`config.mk`:
```
export PLATFORM = sky130hd
export DESIGN_NAME = id_ex_stage
export DESIGN_NICKNAME = d
export VERILOG_FILES = /design/src/rtl/mips_pkg.sv /design/src/rtl/hazard_detect.sv /design/src/rtl/id_ex_stage.sv
export SDC_FILE = /design/constraint.sdc
export NUM_CORES = 1
export LEC_CHECK = 0
export BUFFER_PORTS_ARGS = -buffer_cell sky130_fd_sc_hd__buf_2
export CORE_AREA = 2 2 110 112
export DETAILED_ROUTE_END_ITERATION = 10
export DIE_AREA = 0 0 112 114
export PLACE_DENSITY = 0.72
export SYNTH_ARGS = -nofsm -noshare
export SYNTH_HDL_FRONTEND = slang
export SYNTH_HIERARCHICAL = 1
export SYNTH_SLANG_ARGS = --single-unit
```
`constraint.sdc`:
```
create_clock -name Clk -period 2.6 [get_ports Clk]
set_input_delay 0.39 -clock Clk [delete_from_list [all_inputs] [get_ports Clk]]
set_output_delay 0.39 -clock Clk [all_outputs]
set_load 0.01 [all_outputs]
```
`src/rtl/mips_pkg.sv`:
```
// Shared definitions for the MIPS-style pipeline: default widths, the
// layout of the 9-bit decode control word and the ALUOp encodings.
package mips_pkg;

    // Default datapath and register-address widths.
    localparam int DATA_W = 32;
    localparam int REG_AW = 5;

    // Decode control word: {RegWr, MemRd, MemWr, MemToReg, ALUSrc, ALUOp[3:0]}.
    localparam int CTRL_W        = 9;
    localparam int CTRL_REGWR    = 8;
    localparam int CTRL_MEMRD    = 7;
    localparam int CTRL_MEMWR    = 6;
    localparam int CTRL_MEMTOREG = 5;
    localparam int CTRL_ALUSRC   = 4;
    localparam int CTRL_ALUOP_HI = 3;
    localparam int CTRL_ALUOP_LO = 0;

    // ALUOp encodings carried in ctrl[3:0].
    localparam logic [3:0] ALUOP_ADD = 4'h0;
    localparam logic [3:0] ALUOP_SUB = 4'h1;
    localparam logic [3:0] ALUOP_AND = 4'h2;
    localparam logic [3:0] ALUOP_OR  = 4'h3;
    localparam logic [3:0] ALUOP_XOR = 4'h4;
    localparam logic [3:0] ALUOP_NOR = 4'h5;
    localparam logic [3:0] ALUOP_SLT = 4'h6;
    localparam logic [3:0] ALUOP_SLL = 4'h7;
    localparam logic [3:0] ALUOP_SRL = 4'h8;
    localparam logic [3:0] ALUOP_SRA = 4'h9;
    localparam logic [3:0] ALUOP_LUI = 4'hA;

    // Structured view of the control word; field order matches the bit layout.
    typedef struct packed {
        logic       reg_wr;
        logic       mem_rd;
        logic       mem_wr;
        logic       mem_to_reg;
        logic       alu_src;
        logic [3:0] alu_op;
    } ctrl_t;

    // True when the instruction reads its RB operand: register-register ALU
    // ops (ALUSrc=0) and stores (the store data comes from RB).
    function automatic logic uses_rb(input ctrl_t c);
        return (~c.alu_src) | c.mem_wr;
    endfunction

endpackage

```
`src/rtl/hazard_detect.sv`:
```
// Load-use hazard detector. Purely combinational: asks PC and IF/ID to hold
// and EX to take a bubble when the instruction in decode needs the result of
// a load that is currently in EX.
module hazard_detect
    import mips_pkg::*;
#(
    parameter int REG_AW = mips_pkg::REG_AW
) (
    input  logic              rst,
    input  logic              flush,
    input  logic              id_valid,
    input  logic [REG_AW-1:0] id_ra,
    input  logic [REG_AW-1:0] id_rb,
    input  logic              id_uses_rb,
    input  logic              ex_valid,
    input  logic              ex_mem_rd,
    input  logic [REG_AW-1:0] ex_rw,
    output logic              stall
);

    logic ex_is_load;
    logic match_a;
    logic match_b;

    // Compare the load destination against both decode sources; register 0
    // never carries a dependency.
    always_comb begin
        ex_is_load = ex_valid & ex_mem_rd & (ex_rw != '0);
        match_a    = (ex_rw == id_ra);
        match_b    = id_uses_rb & (ex_rw == id_rb);
        stall      = ~rst & ~flush & id_valid & ex_is_load & (match_a | match_b);
    end

endmodule

```
`src/rtl/id_ex_stage.sv`:
```
// ID/EX pipeline register with write-back bypass into the operand buses and
// load-use stall generation.
//
// Flow semantics: id_valid marks a real instruction in the decode slot and
// ex_valid marks a real instruction in EX. There is no ready signal; the only
// backpressure is Stall, which holds PC and IF/ID for one cycle while this
// stage loads a bubble, so the same decode instruction is presented again on
// the following cycle. Flush squashes the decode slot into a bubble.
module id_ex_stage
    import mips_pkg::*;
#(
    parameter int DATA_W = mips_pkg::DATA_W,
    parameter int REG_AW = mips_pkg::REG_AW
) (
    input  logic              Clk,
    input  logic              Rst,
    input  logic              id_valid,
    input  logic [DATA_W-1:0] id_BusA,
    input  logic [DATA_W-1:0] id_BusB,
    input  logic [REG_AW-1:0] id_RA,
    input  logic [REG_AW-1:0] id_RB,
    input  logic [REG_AW-1:0] id_RW,
    input  logic [DATA_W-1:0] id_Imm,
    input  logic [CTRL_W-1:0] id_ctrl,
    input  logic              wb_RegWr,
    input  logic [REG_AW-1:0] wb_RW,
    input  logic [DATA_W-1:0] wb_BusW,
    input  logic              Flush,
    output logic              ex_valid,
    output logic [DATA_W-1:0] ex_BusA,
    output logic [DATA_W-1:0] ex_BusB,
    output logic [REG_AW-1:0] ex_RA,
    output logic [REG_AW-1:0] ex_RB,
    output logic [REG_AW-1:0] ex_RW,
    output logic [DATA_W-1:0] ex_Imm,
    output logic [CTRL_W-1:0] ex_ctrl,
    output logic              Stall
);

    ctrl_t             id_c;
    ctrl_t             ex_c;
    logic              wb_live;
    logic              byp_a;
    logic              byp_b;
    logic [DATA_W-1:0] bus_a_next;
    logic [DATA_W-1:0] bus_b_next;

    assign id_c = ctrl_t'(id_ctrl);
    assign ex_c = ctrl_t'(ex_ctrl);

    // Write-back bypass: the register file is written this same cycle, so its
    // read data is stale for a matching source; take BusW instead. Register 0
    // is hard-wired and never bypassed.
    always_comb begin
        wb_live    = wb_RegWr & (wb_RW != '0);
        byp_a      = wb_live & (wb_RW == id_RA);
        byp_b      = wb_live & (wb_RW == id_RB);
        bus_a_next = byp_a ? wb_BusW : id_BusA;
        bus_b_next = byp_b ? wb_BusW : id_BusB;
    end

    hazard_detect #(
        .REG_AW (REG_AW)
    ) u_hazard_detect (
        .rst        (Rst),
        .flush      (Flush),
        .id_valid   (id_valid),
        .id_ra      (id_RA),
        .id_rb      (id_RB),
        .id_uses_rb (uses_rb(id_c)),
        .ex_valid   (ex_valid),
        .ex_mem_rd  (ex_c.mem_rd),
        .ex_rw      (ex_RW),
        .stall      (Stall)
    );

    // Pipeline register: reset, flush and stall all load a bubble (every
    // field zero); otherwise copy the decode slot with bypassed operands.
    always_ff @(posedge Clk) begin
        if (Rst || Flush || Stall) begin
            ex_valid <= 1'b0;
            ex_BusA  <= '0;
            ex_BusB  <= '0;
            ex_RA    <= '0;
            ex_RB    <= '0;
            ex_RW    <= '0;
            ex_Imm   <= '0;
            ex_ctrl  <= '0;
        end else begin
            ex_valid <= id_valid;
            ex_BusA  <= bus_a_next;
            ex_BusB  <= bus_b_next;
            ex_RA    <= id_RA;
            ex_RB    <= id_RB;
            ex_RW    <= id_RW;
            ex_Imm   <= id_Imm;
            ex_ctrl  <= id_ctrl;
        end
    end

endmodule

```
==> flow_metrics.tcl, run 1 <==
set metrics [dict create \
    outcome "completed" \
    skew_ns 0.00878 \
    hold_violations 0 \
    gp_congestion 0.797 \
    regToRegStartpoint "ex_RW[1]" \
    timing.rr.end "ex_BusA[1]" \
    vdd_drop_max_mv 0.501 \
    whs_path_depth 2 \
    critical_path.top_delay_family "simple AND/OR/NAND/NOR gates" \
    synthAdderAreaFrac_pct 0 \
    dr.pass1.iters 4 \
    reg2reg_depth 7 \
    cts.sinks 121 \
    whs_ns 0.172 \
    finalNonFillerCells 838 \
    utilization_pct 54.0 \
    post-cts-setup-buffers 0 \
    crit_type "reg2out" \
    synth_cells 397 \
    syn-num-nets 559 \
    r2r_setup_slack_ns 0.52 \
    crit_chain "xor2_1 -> nor4_2 -> nand3_1 -> a21oi_1 -> buf_2" \
    die_w_um 112 \
    holdCritPathClass "in2reg" \
    critical_path_required_ns 2.21 \
    end_kind "output port" \
    grt_max_degree 81 \
    drt_iter0_markers 196 \
    start_kind "flop" \
    io_buffers 283 \
    drive_above_1_share_pct 46.2 \
    die_h_um 114 \
    cts_buffer_depth 2 \
    antenna_found_initial 0 \
    fin_nets 843 \
    diodes 0 \
    coreArea_mm2 0.0117 \
    syn_to_final_growth_pct 48.3 \
    drt_drc_violations_left 0 \
    clkSlewWorstSetupHoldPaths_ns 0.05 \
    fin_setup_tns_ns 0 \
    synth_top_family_by_area "simple AND/OR/NAND/NOR gates" \
    die-area_mm2 0.0128 \
    grt_setup_unrepaired "no" \
    ios 284 \
    yosys.area_share.simple_pct 19.8 \
    synth_compound_area_share_pct 0.616 \
    yosysUniqueCellTypes 23 \
    crit_path_max_fanout 4 \
    max_freq_mhz 452 \
    hp-start "id_RW[0]" \
    netlist_area_mm2 0.00427 \
    cts_root_buf "clkbuf_16" \
    crit_cells 5 \
    syn_area_per_cell_um2 10.7 \
    initial_core_util_pct 36.4 \
    synth.area.mux_share_pct 15.0 \
    finalSetupViolations 0 \
    finalWirelength_um 11800 \
    ant_nets 0 \
    cp_slowest_cell "dfxtp_1" \
    gr-total-overflow 0 \
    min_period_ns 2.21 \
    p_leak_nw 3.36 \
    place_hpwl_um 8890 \
    synth_seq_cells 121 \
    dpl.cell_count 809 \
    cp.arrival_ns 1.82 \
    wl_per_cell_um 14.1 \
    grt_pass1_vias 3825 \
    timing.final.crit_share_pct 85.1 \
    pre_cts_ws_ns 0.545 \
    hold_buffers 0 \
    setup_ws_ns 0.389 \
    cp-startpoint "ex_RW[2]" \
    grt_pass1_wl_um 17900 \
    yosys_warnings 6 \
    vias_per_cell 4.52 \
    clock_latency_ns 0.41 \
    track_usage_pct 18.2 \
    maxCapViolations 0 \
    synth_xor_area_share_pct 4.11 \
    cts_resized 0 \
    max_slew_margin_pct 60.9 \
    synth_seq_area_share_pct 56.8 \
    numCtsBuffers 17 \
    hold_path_end "ex_RW[0]" \
    cts_tree "done" \
    slowest_delay_ns 0.34 \
    cp.buffers_inverters 1 \
    drv_slew 0 \
    power_density_mw_per_mm2 714 \
    rows 40 \
    tightest_slew_ns 0.586 \
    ctsHtreeMaxLevel 4 \
    vias 3787 \
]
[power breakdown]
group | internal, W | switching [W] | total (W)
clock | 0.00137 | 0.000753 | 0.00213
combinational | 0.000215 | 0.000216 | 0.000431
sequential | 0.00194 | 0.0000237 | 0.00196
total | 0.00353 | 0.000993 | 0.00452
[worst register-to-register path: stages (launching register included)]
cell     delay [ns]
dfxtp_1        0.34
or4_1          0.55
o21ai_1        0.13
a21oi_1        0.08
nor3_4         0.23
buf_12         0.32
nand2_1        0.17
mux2i_1        0.17
[worst max-delay path by stage]
| stage | to | slack (ns) |
|---|---|---|
| CTS | Stall | 0.36 |
| finish | Stall | 0.39 |
| global route | Stall | 0.28 |
| floorplan | ex_BusB[10] | 0.44 |
| global placement | ex_BusA[7] | 0.64 |
| detailed placement | ex_BusA[1] | 0.55 |
[synthesized netlist by cell type]
cell type    n  share of area (%)
dfxtp_1    121                 57
nand2_1     96                8.4
mux2i_1     64                 15
and2_1      57                8.4
clkbuf_1    13                1.1
xor2_1      12                2.5
xnor2_1      8                1.6
nand3_1      4               0.47
buf_12       3                1.4
buf_6        3               0.79
nor3_1       3               0.35
buf_2        2               0.23
a21oi_1      1               0.12
buf_1        1              0.088
nand2b_1     1               0.15
nand4b_4     1               0.56
nor3_2       1               0.23
nor4_2       1               0.29
nor4_4       1               0.50
o21ai_1      1               0.12
o21ai_4      1               0.38
or4_1        1               0.18
or4_4        1               0.26
[state kept, by name, summed over array words and instances, names as in the netlist]
register / flops
ex_ctrl: 9
ex_RB: 5
ex_Imm: 32
ex_BusB: 32
ex_RW: 5
ex_BusA: 32
ex_valid: 1
ex_RA: 5
[logic make-up after synthesis]
logic type | Yosys count
AND/OR/NAND/NOR | 167
flip-flops | 121
multiplexers | 64
buffers and inverters | 22
XOR/XNOR | 20
AO/OA/AOI/OAI | 3
[per-layer routing]
layer	GRT usage (%)	up-vias	part of all wire, %
met2	32.0	196	49
met1	19.1	1726	39
met4	7.40	0	2.2
met3	8.29	20	10
li1	-	1845	-
met5	0	-	0
[cell type report]
type / count / area [um^2]
Fill cell: 1057 / 5390
Timing Repair Buffer: 287 / 1480
Multi-Input combinational cell: 254 / 1690
Clock inverter: 2 / 10.0
Sequential cell: 121 / 2420
Tap cell: 147 / 184
Clock buffer: 27 / 533
[placed cells by master (no fill, tap or decap), types with 2 or more instances in the layout]
cell,n
nand2_1,96
nand3_1,4
xor2_1,12
xnor2_1,8
and2_1,57
nor3_1,3
clkbuf_16,17
buf_2,283
mux2i_1,64
clkinv_2,2
dfxtp_1,121
clkbuf_1,3
clkbuf_8,7
buf_12,3
[metrics by stage]
| stage | total power [W] | cell area, um^2 |
|---|---|---|
| 2_1_floorplan | 0.00219 | 4270 |
| 6_report | 0.00452 | 6330 |
| 4_1_cts | 0.00456 | 6330 |
| 3_3_place_gp | 0.00242 | 5780 |
| 3_5_place_dp | 0.00243 | 5780 |
| 5_1_grt | 0.00470 | 6330 |
Note: power is estimated with default switching activity, not from simulation.
==> inputs of run 2 (changes only) <==
--- a/config.mk
+++ b/config.mk
@@ -7,8 +7,8 @@
 export LEC_CHECK = 0
 export BUFFER_PORTS_ARGS = -buffer_cell sky130_fd_sc_hd__buf_2
-export CORE_AREA = 2 2 110 112
+export CORE_MARGIN = 2
+export CORE_UTILIZATION = 38
 export DETAILED_ROUTE_END_ITERATION = 10
-export DIE_AREA = 0 0 112 114
-export PLACE_DENSITY = 0.72
+export PLACE_DENSITY = 0.77
 export SYNTH_ARGS = -nofsm -noshare
 export SYNTH_HDL_FRONTEND = slang
==> constraint.sdc (replaced) <==
create_clock -name Clk -period 1.9 [get_ports Clk]
set_input_delay 0.38 -clock Clk [delete_from_list [all_inputs] [get_ports Clk]]
set_output_delay 0.38 -clock Clk [all_outputs]
set_load 0.01 [all_outputs]
==> flow_metrics.tcl, run 2 (synthesis gave the netlist of run 1 again) <==
set metrics [dict create \
    dpl.cell_count 814 \
    drt_iter0_markers 139 \
    fin_setup_tns_ns -37.25 \
    wl_per_cell_um 19.4 \
    antenna_found_initial 1 \
    critical_path.top_delay_family "simple AND/OR/NAND/NOR gates" \
    place_hpwl_um 9350 \
    gp_congestion 0.854 \
    clkSlewWorstSetupHoldPaths_ns 0.06 \
    maxCapViolations 0 \
    start_kind "flop" \
    finalWirelength_um 17400 \
    cp.buffers_inverters 6 \
    die-area_mm2 0.0121 \
    numCtsBuffers 17 \
    max_slew_margin_pct 73.2 \
    outcome "finished with violations" \
    die_w_um 110 \
    max_freq_mhz 428 \
    gr-total-overflow 0 \
    finalNonFillerCells 898 \
    drt_drc_violations_left 0 \
    layout_common_cells "283 x buf_2, 118 x dfxtp_1, 63 x mux2i_1" \
    critical_path_required_ns 2.35 \
    crit_path_max_fanout 5 \
    stdcell_area_mm2 0.00822 \
    initial_core_util_pct 39.2 \
    pre_cts_ws_ns -0.127 \
    min_period_ns 2.34 \
    vias_per_cell 4.78 \
    die_h_um 110 \
    grt_setup_unrepaired "yes" \
    grt_pass1_wl_um 24700 \
    syn_to_final_growth_pct 92.8 \
    fill_cells 706 \
    cts.sinks 121 \
    reg.largest.list "ex_BusA (32), ex_BusB (32), ex_Imm (32)" \
    ios 284 \
    grt_pass1_vias 4676 \
    skew_ns 0.00726 \
    dr.pass1.iters 4 \
    track_usage_pct 28.3 \
    clock_latency_ns 0.52 \
    timing.final.crit_share_pct 123 \
    vias 4296 \
    hold_buffers 0 \
    violations "setup timing" \
    fin_total_pwr_w 0.00708 \
    setup_ws_ns -0.438 \
    grt_max_degree 21 \
    cts_root_buf "clkbuf_8" \
    tightest_slew_ns 0.399 \
    drive_above_1_share_pct 68.4 \
    cp_slowest_cell "or4_4" \
    vdd_drop_max_mv 0.764 \
    p_leak_nw 4.43 \
    dpl-instance-area_mm2 0.00590 \
    multiInputGateArea_mm2 0.00229 \
    cp.arrival_ns 2.79 \
    seq_area_mm2 0.00243 \
    ant_nets 0 \
    mostFrequentLayoutCell "buf_2" \
    holdCritPathClass "in2reg" \
    io_buffers 283 \
    crit_type "reg2reg" \
    crit_chain "or4_4 -> o21ai_2 -> a21oi_2 -> buf_4 -> nor3_4 -> buf_6 -> buf_16 -> buf_12 -> buf_12 -> buf_16 -> nand2_2 -> mux2i_1" \
    fin_nets 907 \
    hold_violations 0 \
    cts_buffer_depth 2 \
    rows 38 \
    slowest_delay_ns 0.53 \
    drv_slew 0 \
    coreArea_mm2 0.0109 \
    finalSetupViolations 122 \
    ctsHtreeMaxLevel 4 \
    cts_tree "done" \
    end_kind "flop" \
    power_density_mw_per_mm2 862 \
]
==> run 2: cell count changes in the layout (fill, tap and decap cells not counted), moves of 3 or more <==
cell / previous run / this run
nand2_1: 96 / 15
nand2_2: 0 / 26
bufinv_16: 0 / 3
dfxtp_1: 121 / 118
buf_4: 1 / 15
buf_16: 0 / 24
buf_12: 3 / 20
and2_4: 0 / 43
and2_1: 57 / 14
nand2_4: 0 / 55
buf_6: 0 / 6
dfxtp_2: 0 / 3
==> run 2: stage by stage <==
stage / utilization [%] / hold slack (ns)
after global routing: 75.5 / 0.0418
after CTS: 74.1 / 0.0321
after floorplan: - / 0.502
after detailed placement: 54.1 / 0.582
after global placement: 54.1 / 0.580
final: 75.5 / 0.0588
==> run 2: routing by layer <==
layer  global-route usage (%)  up-vias  wire length, um
met3                     9.90       43             1410
met4                     13.1        0              548
li1                         -     1987                -
met1                     26.6     2041             5850
met5                        0        -                0
met2                     54.2      225             9620
==> run 2: path summary, 6_finish.rpt <==
check,startpoint,slack [ns],cells after the start,end
worst min register to register,ex_RW[2],1.37,10,ex_BusA[8]
worst max-delay path,ex_RW[2],-0.44,12,ex_BusB[23]
worst max register to register,ex_RW[2],-0.44,12,ex_BusB[23]
worst min-delay path,id_Imm[2],0.06,2,ex_Imm[2]
==> run 2: report_power, final <==
group	internal [W]	leakage (nW)	switching (W)	total, W
clock network	0.00219	0.303	0.00113	0.00332
logic	0.000589	3.14	0.000489	0.00108
registers	0.00265	0.995	0.0000341	0.00268
total	0.00543	4.43	0.00165	0.00708
==> run 2: layout make-up <==
cell class	instances	area share (%)
Antenna cell	1	0.0304
Clock buffer	24	6.09
Clock inverter	7	1.37
Multi-Input combinational cell	254	27.9
Sequential cell	121	29.5
Tap cell	140	2.13
Timing Repair Buffer	351	33.0
==> run 2: repair_timing <==
action	CTS	global route
endpoints found under the setup margin	107	122
gates cloned	29	1
pin swaps	81	21
buffers inserted	23	7
gates resized for setup	160	73
==> inputs of run 3 (changes only) <==
- BUFFER_PORTS_ARGS: -buffer_cell sky130_fd_sc_hd__buf_2 -> -buffer_cell sky130_fd_sc_hd__buf_4
==> flow_metrics.tcl, run 3 (synthesis gave the netlist of run 1 again) <==
set metrics [dict create \
    critical_path_required_ns 1.52 \
    grt_setup_unrepaired "yes" \
    busiest_layer "met2" \
    p_leak_nw 4.31 \
    vdd_drop_max_mv 0.545 \
    fin_nets 901 \
    p_comb_share_pct 16.2 \
    slowest_delay_ns 0.34 \
    clkSlewWorstSetupHoldPaths_ns 0.06 \
    die_h_um 110 \
    vias 4173 \
    use_met3_pct 9.84 \
    internal_power_w 0.00532 \
    holdCritPathClass "in2reg" \
    diodes 0 \
    power_density_mw_per_mm2 809 \
    gr-total-overflow 0 \
    min_period_ns 2.32 \
    drive_above_1_share_pct 66.5 \
    reg.largest.list "ex_BusA (32), ex_BusB (32), ex_Imm (32)" \
    wl_per_cell_um 19.2 \
    p_seq_share_pct 38.9 \
    power.share.clock_pct 44.9 \
    crit_top_cell "buf_6" \
    grt_max_degree 35 \
    seq_area_mm2 0.00243 \
    cts_buffer_depth 2 \
    initial_core_util_pct 39.2 \
    grt_pass1_vias 4243 \
    whs_ns 0.0776 \
    fin_total_pwr_w 0.00691 \
    outcome "finished with violations" \
    drv_slew 0 \
    skew_ns 0.00830 \
    use_met1_pct 22.9 \
    hold_violations 0 \
    p_switching_w 0.00158 \
    mostFrequentLayoutCell "buf_4" \
    crit_chain "buf_6 -> xor2_1 -> nor4_2 -> nand3_1 -> a21oi_2 -> buf_4 -> buf_6" \
    dr.pass1.iters 4 \
    rows 38 \
    start_kind "flop" \
    ant_nets 0 \
    drt_drc_violations_left 0 \
    layout_common_cells "296 x buf_4, 118 x dfxtp_1, 63 x mux2i_1" \
    numCtsBuffers 17 \
    clock_latency_ns 0.50 \
    violations "setup timing" \
    ctsHtreeMaxLevel 4 \
    place_hpwl_um 10100 \
    die-area_mm2 0.0121 \
    ios 284 \
    cts.sinks 121 \
    coreArea_mm2 0.0109 \
    cp.arrival_ns 1.94 \
    dpl.cell_count 818 \
    multiInputGateArea_mm2 0.00216 \
    crit_path_max_fanout 2 \
    cp_slowest_cell "nor4_2" \
    cts_root_buf "clkbuf_8" \
    track_usage_pct 24.2 \
    finalSetupViolations 122 \
    maxCapViolations 0 \
    switching_share_pct 22.9 \
    use_met2_pct 44.6 \
    die_w_um 110 \
    max_slew_margin_pct 46.0 \
    setup_ws_ns -0.423 \
    syn_to_final_growth_pct 100 \
    timing.final.crit_share_pct 122 \
    finalWirelength_um 17100 \
    end_kind "output port" \
    max_freq_mhz 430 \
    tightest_slew_ns 0.803 \
    finalNonFillerCells 890 \
    cts_tree "done" \
    drt_iter0_markers 126 \
    io_buffers 283 \
    gp_congestion 0.882 \
    grt_pass1_wl_um 21500 \
    antenna_found_initial 0 \
    vias_per_cell 4.69 \
    fill_cells 647 \
    utilization_pct 78.4 \
    crit_type "reg2out" \
]
[run 3: power groups by stage]
stage / combinational, W / clock (W) / sequential [W]
6_report: 0.00112 / 0.00310 / 0.00269
5_1_grt: 0.00118 / 0.00327 / 0.00269
4_1_cts: 0.000892 / 0.00314 / 0.00268
3_5_place_dp: 0.000768 / 0 / 0.00274
3_3_place_gp: 0.000753 / 0 / 0.00273
2_1_floorplan: 0.000223 / 0 / 0.00279
[run 3: layer usage]
layer,vias up,routed length (um)
li1,1968,-
met1,1958,5680
met2,216,9420
met3,31,1540
met4,0,468
met5,-,0
[run 3: final cells by class]
cell class / instances / area share [%]
clock buffer: 21 / 5.15
clock inverter: 9 / 1.47
multi-input combinational: 254 / 25.3
sequential: 121 / 28.4
tap: 140 / 2.05
timing repair buffer: 345 / 37.6
[run 3: repair_timing]
| action | CTS | global route |
|---|---|---|
| pin swaps | 13 | 39 |
| gates cloned | 9 | 18 |
| gates resized for setup | 48 | 142 |
| hold buffers | 0 | 0 |
| buffers inserted | 10 | 15 |
| endpoints found under the setup margin | 94 | 122 |
[run 3: path summary, 6_finish.rpt]
path                                 start     endpoint  slack (ns)  depth (start not counted)
worst min register to register    ex_RW[4]  ex_BusB[19]        1.23                          9
worst min-delay path            id_Imm[20]   ex_Imm[20]        0.08                          2
worst max register to register    ex_RW[1]   ex_BusB[0]       -0.39                         10
worst max-delay path              ex_RW[2]        Stall       -0.42                          7
[run 3: worst max-delay path: cells and delay by family (launching register included)]
family / cells / cell delay [ns]
simple gates: 2 / 0.47
buf+inv: 3 / 0.34
flops: 1 / 0.33
compound gates: 1 / 0.17
xor+xnor: 1 / 0.14
[run 3: stage by stage]
stage	setup TNS (ns)	cell area, um^2	setup WS [ns]
floorplan	-1.36	4350	-0.0339
global placement	-4.00	6650	-0.179
detailed placement	-9.32	6650	-0.179
CTS	-12.20	7660	-0.378
global route	-38.36	8530	-0.536
finish	-27.43	8530	-0.423
